$ cat src/rtl/bresenham_point_streamer.sv
// Bresenham point streamer: captures one parallel burst of line points and
// replays the valid lanes, lowest lane first, over a valid/ready stream.
// Each emitted point carries step/direction/jump flags relative to the
// previously emitted point, which persists across bursts.
//
// Stream handshake: a point transfers in any cycle where o_pt_valid and
// i_pt_ready are both high. o_pt_valid depends only on registered state, and
// while it is high and i_pt_ready is low every point output holds stable.
module bresenham_point_streamer #(
    parameter int P_MAX_LINE_LENGTH = 10,
    parameter int P_X_COORD_W       = 11,
    parameter int P_Y_COORD_W       = 10
) (
    input  logic                                   i_clk,
    input  logic                                   i_reset,
    input  logic [P_MAX_LINE_LENGTH*P_X_COORD_W-1:0] i_x_vals,
    input  logic [P_MAX_LINE_LENGTH*P_Y_COORD_W-1:0] i_y_vals,
    input  logic [P_MAX_LINE_LENGTH-1:0]           i_vals_valid,
    input  logic                                   i_vals_rdy,
    output logic                                   o_busy,
    output logic                                   o_overrun,
    output logic                                   o_pt_valid,
    input  logic                                   i_pt_ready,
    output logic [P_X_COORD_W-1:0]                 o_x,
    output logic [P_Y_COORD_W-1:0]                 o_y,
    output logic                                   o_x_step,
    output logic                                   o_x_dir,
    output logic                                   o_y_step,
    output logic                                   o_y_dir,
    output logic                                   o_jump,
    output logic                                   o_last,
    output logic                                   o_done
);

    localparam int XW = P_X_COORD_W;
    localparam int YW = P_Y_COORD_W;
    localparam int NL = P_MAX_LINE_LENGTH;

    typedef enum logic {IDLE, EMIT} state_t;

    state_t                state;
    logic [NL*XW-1:0]      x_r;
    logic [NL*YW-1:0]      y_r;
    logic [NL-1:0]         mask_r;
    logic [XW-1:0]         prev_x;
    logic [YW-1:0]         prev_y;
    logic                  prev_valid;
    logic                  done_r;
    logic                  overrun_r;

    logic [XW-1:0]         cur_x;
    logic [YW-1:0]         cur_y;
    logic                  last_lane;
    logic [XW:0]           dx;
    logic [YW:0]           dy;
    logic [XW:0]           adx;
    logic [YW:0]           ady;
    logic                  x_step;
    logic                  y_step;
    logic                  pt_valid;

    // Priority-select the lowest remaining lane's coordinates.
    always_comb begin
        cur_x = '0;
        cur_y = '0;
        for (int i = NL - 1; i >= 0; i--) begin
            if (mask_r[i]) begin
                cur_x = x_r[i*XW +: XW];
                cur_y = y_r[i*YW +: YW];
            end
        end
    end

    // Exactly one lane left means the current point closes the burst.
    assign last_lane = (mask_r != '0) && ((mask_r & (mask_r - 1'b1)) == '0);

    // Signed deltas one bit wider than the coordinates, plus magnitudes.
    always_comb begin
        dx  = {1'b0, cur_x} - {1'b0, prev_x};
        dy  = {1'b0, cur_y} - {1'b0, prev_y};
        adx = dx[XW] ? (~dx + 1'b1) : dx;
        ady = dy[YW] ? (~dy + 1'b1) : dy;
    end

    assign pt_valid = (state == EMIT);
    assign x_step   = prev_valid && (dx != '0);
    assign y_step   = prev_valid && (dy != '0);

    // Point outputs are forced to zero whenever no point is offered.
    always_comb begin
        o_pt_valid = pt_valid;
        o_busy     = pt_valid;
        o_done     = done_r;
        o_overrun  = overrun_r;
        o_x        = pt_valid ? cur_x : '0;
        o_y        = pt_valid ? cur_y : '0;
        o_x_step   = pt_valid && x_step;
        o_x_dir    = pt_valid && x_step && !dx[XW];
        o_y_step   = pt_valid && y_step;
        o_y_dir    = pt_valid && y_step && !dy[YW];
        o_jump     = pt_valid && prev_valid && ((adx > 1) || (ady > 1));
        o_last     = pt_valid && last_lane;
    end

    // Burst capture, per-point transfer bookkeeping and status pulses.
    always_ff @(posedge i_clk or posedge i_reset) begin
        if (i_reset) begin
            state      <= IDLE;
            x_r        <= '0;
            y_r        <= '0;
            mask_r     <= '0;
            prev_x     <= '0;
            prev_y     <= '0;
            prev_valid <= 1'b0;
            done_r     <= 1'b0;
            overrun_r  <= 1'b0;
        end else begin
            done_r    <= 1'b0;
            overrun_r <= 1'b0;
            case (state)
                IDLE: begin
                    if (i_vals_rdy) begin
                        x_r    <= i_x_vals;
                        y_r    <= i_y_vals;
                        mask_r <= i_vals_valid;
                        if (i_vals_valid != '0) begin
                            state <= EMIT;
                        end else begin
                            done_r <= 1'b1;
                        end
                    end
                end
                EMIT: begin
                    if (i_vals_rdy) begin
                        overrun_r <= 1'b1;
                    end
                    if (i_pt_ready) begin
                        // Clearing the lowest set bit retires the current lane.
                        mask_r     <= mask_r & (mask_r - 1'b1);
                        prev_x     <= cur_x;
                        prev_y     <= cur_y;
                        prev_valid <= 1'b1;
                        if (last_lane) begin
                            state  <= IDLE;
                            done_r <= 1'b1;
                        end
                    end
                end
                default: state <= IDLE;
            endcase
        end
    end

endmodule

$ cat config.mk
export PLATFORM = sky130hd
export DESIGN_NAME = bresenham_point_streamer
export DESIGN_NICKNAME = d
export VERILOG_FILES = /design/src/rtl/bresenham_point_streamer.sv
export SDC_FILE = /design/constraint.sdc
export NUM_CORES = 1
export LEC_CHECK = 0
export ABC_AREA = 0
export BUFFER_PORTS_ARGS = -buffer_cell sky130_fd_sc_hd__buf_2
export CAP_MARGIN = 20
export CORE_ASPECT_RATIO = 1.25
export CORE_MARGIN = 1.5
export CORE_UTILIZATION = 50
export CTS_CLUSTER_DIAMETER = 60
export DETAILED_ROUTE_END_ITERATION = 8
export HOLD_SLACK_MARGIN = 0.15
export PLACE_DENSITY = 0.77
export SYNTH_ARGS = -nofsm -noshare
export SYNTH_HDL_FRONTEND = slang
export SYNTH_SLANG_ARGS = --single-unit
$ cat constraint.sdc
create_clock -name i_clk -period 8.23 [get_ports i_clk]
set_input_delay 1.646 -clock i_clk [delete_from_list [all_inputs] [get_ports i_clk]]
set_output_delay 1.646 -clock i_clk [all_outputs]
set_load 0.05 [all_outputs]
### Word-level counts from Yosys, hierarchy flattened

Index checks and enable logic that the tools add are counted.

| cells by class | value |
|---|---|
| reduce and logical (&&, ||, !) cells | 21 |
| muxes and demuxes | 39 |
| $lt $le $gt $ge | 2 |
| equal/unequal tests | 2 |
| $add $sub $neg | 5 |
| bitwise operators | 4 |

Operator list:

| operator | number |
|---|---|
| 11-bit 2-to-1 mux | 12 |
| 10-bit 2-to-1 mux | 13 |
| 10-bit one-hot mux with 2 select lines | 1 |
| 10-bit nonzero test | 2 |
| 12-bit by 1-bit adder with 12-bit output (second input constant) | 1 |
| 12-bit by 1-bit greater-than comparator with 1-bit output (second input constant) | 1 |
| 12-bit 2-to-1 mux | 1 |
| 12-bit NOT | 1 |
| 12-bit nonzero test | 1 |
| 11-bit by 11-bit subtractor with 12-bit output | 1 |
| 11-bit by 1-bit adder with 11-bit output (second input constant) | 1 |
| 11-bit by 1-bit greater-than comparator with 1-bit output (second input constant) | 1 |
| 11-bit NOT | 1 |
| 11-bit nonzero test | 1 |
| 10-bit by 10-bit subtractor with 11-bit output | 1 |
| 10-bit bitwise AND | 1 |
| 1-bit logical AND | 10 |
| 10-bit logical NOT | 1 |
| 1-bit 2-to-1 mux | 10 |
| 10-bit by 1-bit subtractor with 10-bit output (second input constant) | 1 |
| 2-bit AND reduction | 3 |
| 2-bit != test (second input constant) | 2 |
| 1-bit one-hot mux with 2 select lines | 2 |
| 1-bit logical NOT | 2 |
| 2 further kinds | 2 |

| storage, ports and cells | value |
|---|---|
| input bits | 224 |
| flip-flop bits (word level) | 245 |
| output and inout bits | 31 |

### Longest topological paths before layout

| logic depth | value |
|---|---|
| word-level depth | 17 |
| depth in mapped cells | 22 |

### Worst setup path before layout

No wires, ideal clock.

| timing path | value |
|---|---|
| path kind | reg2out |
| start | reg mask_r[6] |
| end | out o_x_dir |
| slack | 1.722 ns |
| arrival time | 4.862 ns |
| stages on the path, launching flop included | 21 |
| data required time | 6.584 ns |
| cells stage by stage | dfrtp_1 > or2_2 > clkbuf_1 > clkbuf_1 > a21oi_1 > o21ai_0 > o221ai_1 > o21ai_0 > a221oi_1 > nor2_1 > inv_1 > ha_1 > inv_1 > fa_1 > a211oi_2 > o21bai_1 > a21oi_2 > xor2_2 > and3_4 > a31oi_1 > and2_1 |

| between the ends | value |
|---|---|
| longest elaborated chain between the ends | 12 |

Ends and longest elaborated chain:

| element | RTL line | source |
|---|---|---|
| start, declared | 44 | `logic [NL-1:0] mask_r;` |
| start signal, assigned | 125 | `mask_r <= i_vals_valid;` |
| start signal, assigned | 139 | `mask_r <= mask_r & (mask_r - 1'b1);` |
| 11-bit 2-to-1 mux (7 in a row) | 67 | `if (mask_r[i]) begin` |
| 11-bit by 11-bit subtractor with 12-bit output | 79 | `dx = {1'b0, cur_x} - {1'b0, prev_x};` |
| 12-bit nonzero test | 86 | `assign x_step = prev_valid && (dx != '0);` |
| 1-bit logical AND | 86 |  |
| 1-bit logical AND | n/a |  |
| via o_x_step | 26 | `output logic o_x_step,` |
| 1-bit logical AND | 98 | `o_x_dir = pt_valid && x_step && !dx[XW];` |
| end, declared | 27 | `output logic o_x_dir,` |

The timed path passes the listed nets, and every way through them passes these cells.

### Worst setup path in the final report

| timing path | value |
|---|---|
| start | reg mask_r[6] |
| end | out o_jump |

| between the ends | value |
|---|---|
| longest elaborated chain between the ends | 14 |

Ends and longest elaborated chain:

| element | RTL line | source |
|---|---|---|
| 11-bit 2-to-1 mux (*) (7 in a row) | 67 |  |
| via cur_x[2] | 51 | `logic [XW-1:0] cur_x;` |
| 11-bit by 11-bit subtractor with 12-bit output (*) | 79 |  |
| 12-bit NOT | 81 | `adx = dx[XW] ? (~dx + 1'b1) : dx;` |
| 12-bit by 1-bit adder with 12-bit output | 81 |  |
| 12-bit 2-to-1 mux (*) | 81 |  |
| 12-bit by 1-bit greater-than comparator with 1-bit output (*) | 101 | `o_jump = pt_valid && prev_valid && ((adx > 1) \|\| (ady > 1));` |
| 1-bit logical OR (*) | 101 |  |
| 1-bit logical AND (*) | 101 |  |
| end, declared | 30 | `output logic o_jump,` |

The timed path passes the listed nets; every way through them passes the cells marked *.

==> results by stage <==
Yosys:
- The most frequent cell after synthesis is sky130_fd_sc_hd__nand2_1.
- The flop and latch count out of synthesis is 245.
- By area the synthesized netlist is led by sky130_fd_sc_hd__dfrtp_1 (49%), sky130_fd_sc_hd__nand2_1 (21%), sky130_fd_sc_hd__a21oi_1 (2.6%).
- By count the netlist is led by sky130_fd_sc_hd__nand2_1 (693), sky130_fd_sc_hd__dfrtp_1 (245), sky130_fd_sc_hd__clkbuf_1 (87).
- The async set or reset register ratio after synthesis is 100%.
- The post-synthesis area per instance is 8.06 um^2.
- The sequential share of the synthesized area is 48.7%.
- After technology mapping, the gate count stands at 1560.
- The primary flip-flop cell chosen by synthesis mapping is sky130_fd_sc_hd__dfrtp_1.
- The number of nets produced by synthesis is 1809.
- The number of synthesized flops with an enable pin is 0.
- The post-synthesis instance area is 0.0126 mm^2.
- The number of unique standard cell types used by synthesis is 75.
- For this run, the number of Yosys warnings is 0.
- Of the post-synthesis cell area, the dominant cell type holds 48.7%.
- The leading area contributor after synthesis is sky130_fd_sc_hd__dfrtp_1.

Global routing:
- Entering global routing, the biggest net connects 132 pins.
- The overflow left after global routing is 0.
- The number of antenna violations at the first check in global routing was 0.
- The via count of the first global-routing pass is 11600.
- Global routing consumed, over all layers together, 30.1% of the routing resources.
- The wire length of the first global-routing pass is 60900 um.

Placed design:
- The global placer's final weighted congestion is 0.943.
- The placed wire-length estimate after detailed placement is 28400 um.
- The number of input and output port buffers inserted is 254.
- In this run, placement finished with an instance count of 2064.
- The placement-stage cell area is 0.0140 mm^2.

Worst hold path:
- The path class of the tightest hold or removal check is register to register.

Setup path:
- The worst setup path is of the register to output port kind.
- The count of buffering cells on the critical path with inverters included is 2.
- For the worst setup path, the data arrival time is 6080 ps.
- The element type at the critical path end is an output port.
- Across all register-to-register paths, the minimum setup slack is 4680 ps.
- The cell seen most often among critical-path stages is sky130_fd_sc_hd__o21ai_1.
- Traced cell by cell, the critical path runs through inv_1 > nand2_1 > o221ai_1 > o21ai_0 > a221oi_1 > nor2_1 > ha_1 > o21ai_1 > a21o_1 > and2_1 > o21ai_1 > a31o_2 > a21oi_1 > a211o_1 > o2111a_1 > a31oi_1 > buf_2.
- The slowest stage of the critical path belongs to the cell sky130_fd_sc_hd__o21ai_1.
- For this run, the slowest stage of the critical path takes 700 ps.
- The largest fanout on the critical path is 21.
- The cell family contributing the most delay on the critical path is compound AO/OA/AOI/OAI gates.
- The worst endpoint required time is 6580 ps.
- The worst setup path is launched from a register.

STA:
- Counting I/O delays and the setup requirement, the final critical path takes 7720 ps.
- The actual transition at the worst max-transition pin is 1000 ps.
- Setup violations remaining at the end of the flow were counted as 0.
- The total count of max-transition violations in the final report is 0.
- Setup repair after global routing left no endpoint under its margin.
- The highest clock frequency the design can meet is 0.130 GHz.
- For the final database, setup skew stands at 9.46 ps.
- The post-route fraction of the period consumed by the critical path is 93.8%.
- The smallest hold slack is 477 ps.
- Adding up every negative setup slack in the final design gives 0 ps.
- The final hold violation count came to 0.
- The tightest slew margin relative to the limit is 33.0%.

Floorplanning:
- The floorplan step set the die width to 145 um.
- The area of the die is 0.0261 mm^2.
- The area of the placeable core is 0.0246 mm^2.
- The die is 180 um tall.
- The initial core utilization is 51.2%.
- The count of standard-cell rows is 64.
- The boundary pin count is 255.

Cells and area:
- The layout cell share with drive strength beyond 1 is 19.2%.
- For this run, the number of standard cells in the final layout without fillers is 2112.
- The area growth from synthesis to layout is 19.0%.
- After filler insertion, the fill cell instance count of the layout stands at 2181.
- The final layout contains 2013 nets.
- The area of all placed cells without fillers is 0.0150 mm^2.
- The number of diodes is 0.

Run status:
- The run finished with clean final reports.

Clock network:
- The TritonCTS clock tree is done.
- In this run the number of H-tree levels came out at 1.
- The post-cts repair resize count is 0.
- Post-CTS timing repair inserted 0 buffers for setup.
- The number of hold buffers added after CTS was 0.
- The root buffer cell chosen for the clock tree is sky130_fd_sc_hd__clkbuf_16.
- The number of clock sinks seen by CTS is 245.
- The clock transition at the registers of the reported paths is 60 ps.
- Counting the buffers created by CTS gives 26.
- The clock latency at the later pin of the worst-skew pair is 530 ps.
- The buffer levels on the longest clock path is 3.

Drt:
- For this run, the detailed router's first-pass iteration total came to 5.
- Summing over every cut layer, the via total after detailed routing is 11900.
- The first routing iteration left 844 violations.
- The number of remaining DRC errors is 0.
- Wires add up to 39300 um.
- In this run the remaining antenna-violating nets after routing total 0.
- The number of vias per cell after detailed routing is 5.62.
- The routed wirelength normalized by instance count is 18.6 um.

Job:
- The max-capacitance violation count is 0.
==> placed cells by master (no fill, tap or decap), drive strengths merged, types with 7 or more instances in the layout <==
master   count
nor2        66
nand3        8
nand2      693
a211oi       7
o22ai       48
and2        24
xnor2       11
ha          23
dfrtp      245
a21oi       67
a22o         7
a211o       10
o21ai       48
inv         43
o2111ai      7
o31ai       24
buf        271
clkbuf      35
a221oi      25
nand2b       7
==> logic make-up (layout without fill, tap and decap cells) <==
kind of cell	count (synthesis)	after routing	share of synthesized area (%)
AO/OA/AOI/OAI	293	293	15.9
AND/OR/NAND/NOR	837	837	26.8
buffers and inverters	136	358	4.12
adder cells (fa/ha/maj)	26	26	2.69
multiplexers	6	6	0.527
XOR/XNOR	17	17	1.30
flip-flops	245	245	48.7
==> worst min-delay path, cell delays in order (launching register included) <==
cell                      delay, ps
sky130_fd_sc_hd__dfrtp_1        340
sky130_fd_sc_hd__nand2_1         50
sky130_fd_sc_hd__nand2_1         50
==> worst paths after layout <==
kind,startpoint,end,cells after the start
hold / removal,x_r[57],x_r[57],2
max in group asynchronous,i_reset,x_r[23],3
setup reg to reg,mask_r[9],prev_y[9],9
setup / recovery,mask_r[6],o_jump,17
min in group asynchronous,i_reset,prev_y[4],2
hold reg to reg,x_r[57],x_r[57],2
==> area by class of cell <==
class                           count  area [um^2]  share of cell area [%]
Inverter                           41          158                    1.05
Tap cell                          330          413                    2.76
Clock buffer                       35          756                    5.05
Sequential cell                   245         6130                    41.0
Multi-Input combinational cell   1179         5940                    39.7
Clock inverter                     11          124                   0.828
Timing Repair Buffer              271         1440                    9.62
==> per-layer routing <==
metal	up-vias	global-route usage [%]	routed length [um]
met5	-	0	0
met4	0	15.2	2110
met3	112	3.67	2500
met2	523	50.2	19000
met1	5631	38.4	15700
li1	5599	-	-
==> flip-flops by register name, indices dropped and copies added (netlist names) <==
| register | cells |
|---|---|
| prev_valid | 1 |
| prev_y | 10 |
| x_r | 110 |
| y_r | 100 |
| o_overrun | 1 |
| mask_r | 10 |
| o_busy | 1 |
| prev_x | 11 |
| o_done | 1 |
==> metrics by stage <==
stage | setup slack [ps] | utilization [%]
final | 508 | 60.9
after detailed placement | 1210 | 57.1
after global placement | 1210 | 57.1
after floorplan | 1720 | -
after CTS | 601 | 60.6
after global routing | 147 | 60.9
Power is left out: the tool's default activity adds up to more than one toggle a clock period on the data nets, which glitch-free logic cannot reach.
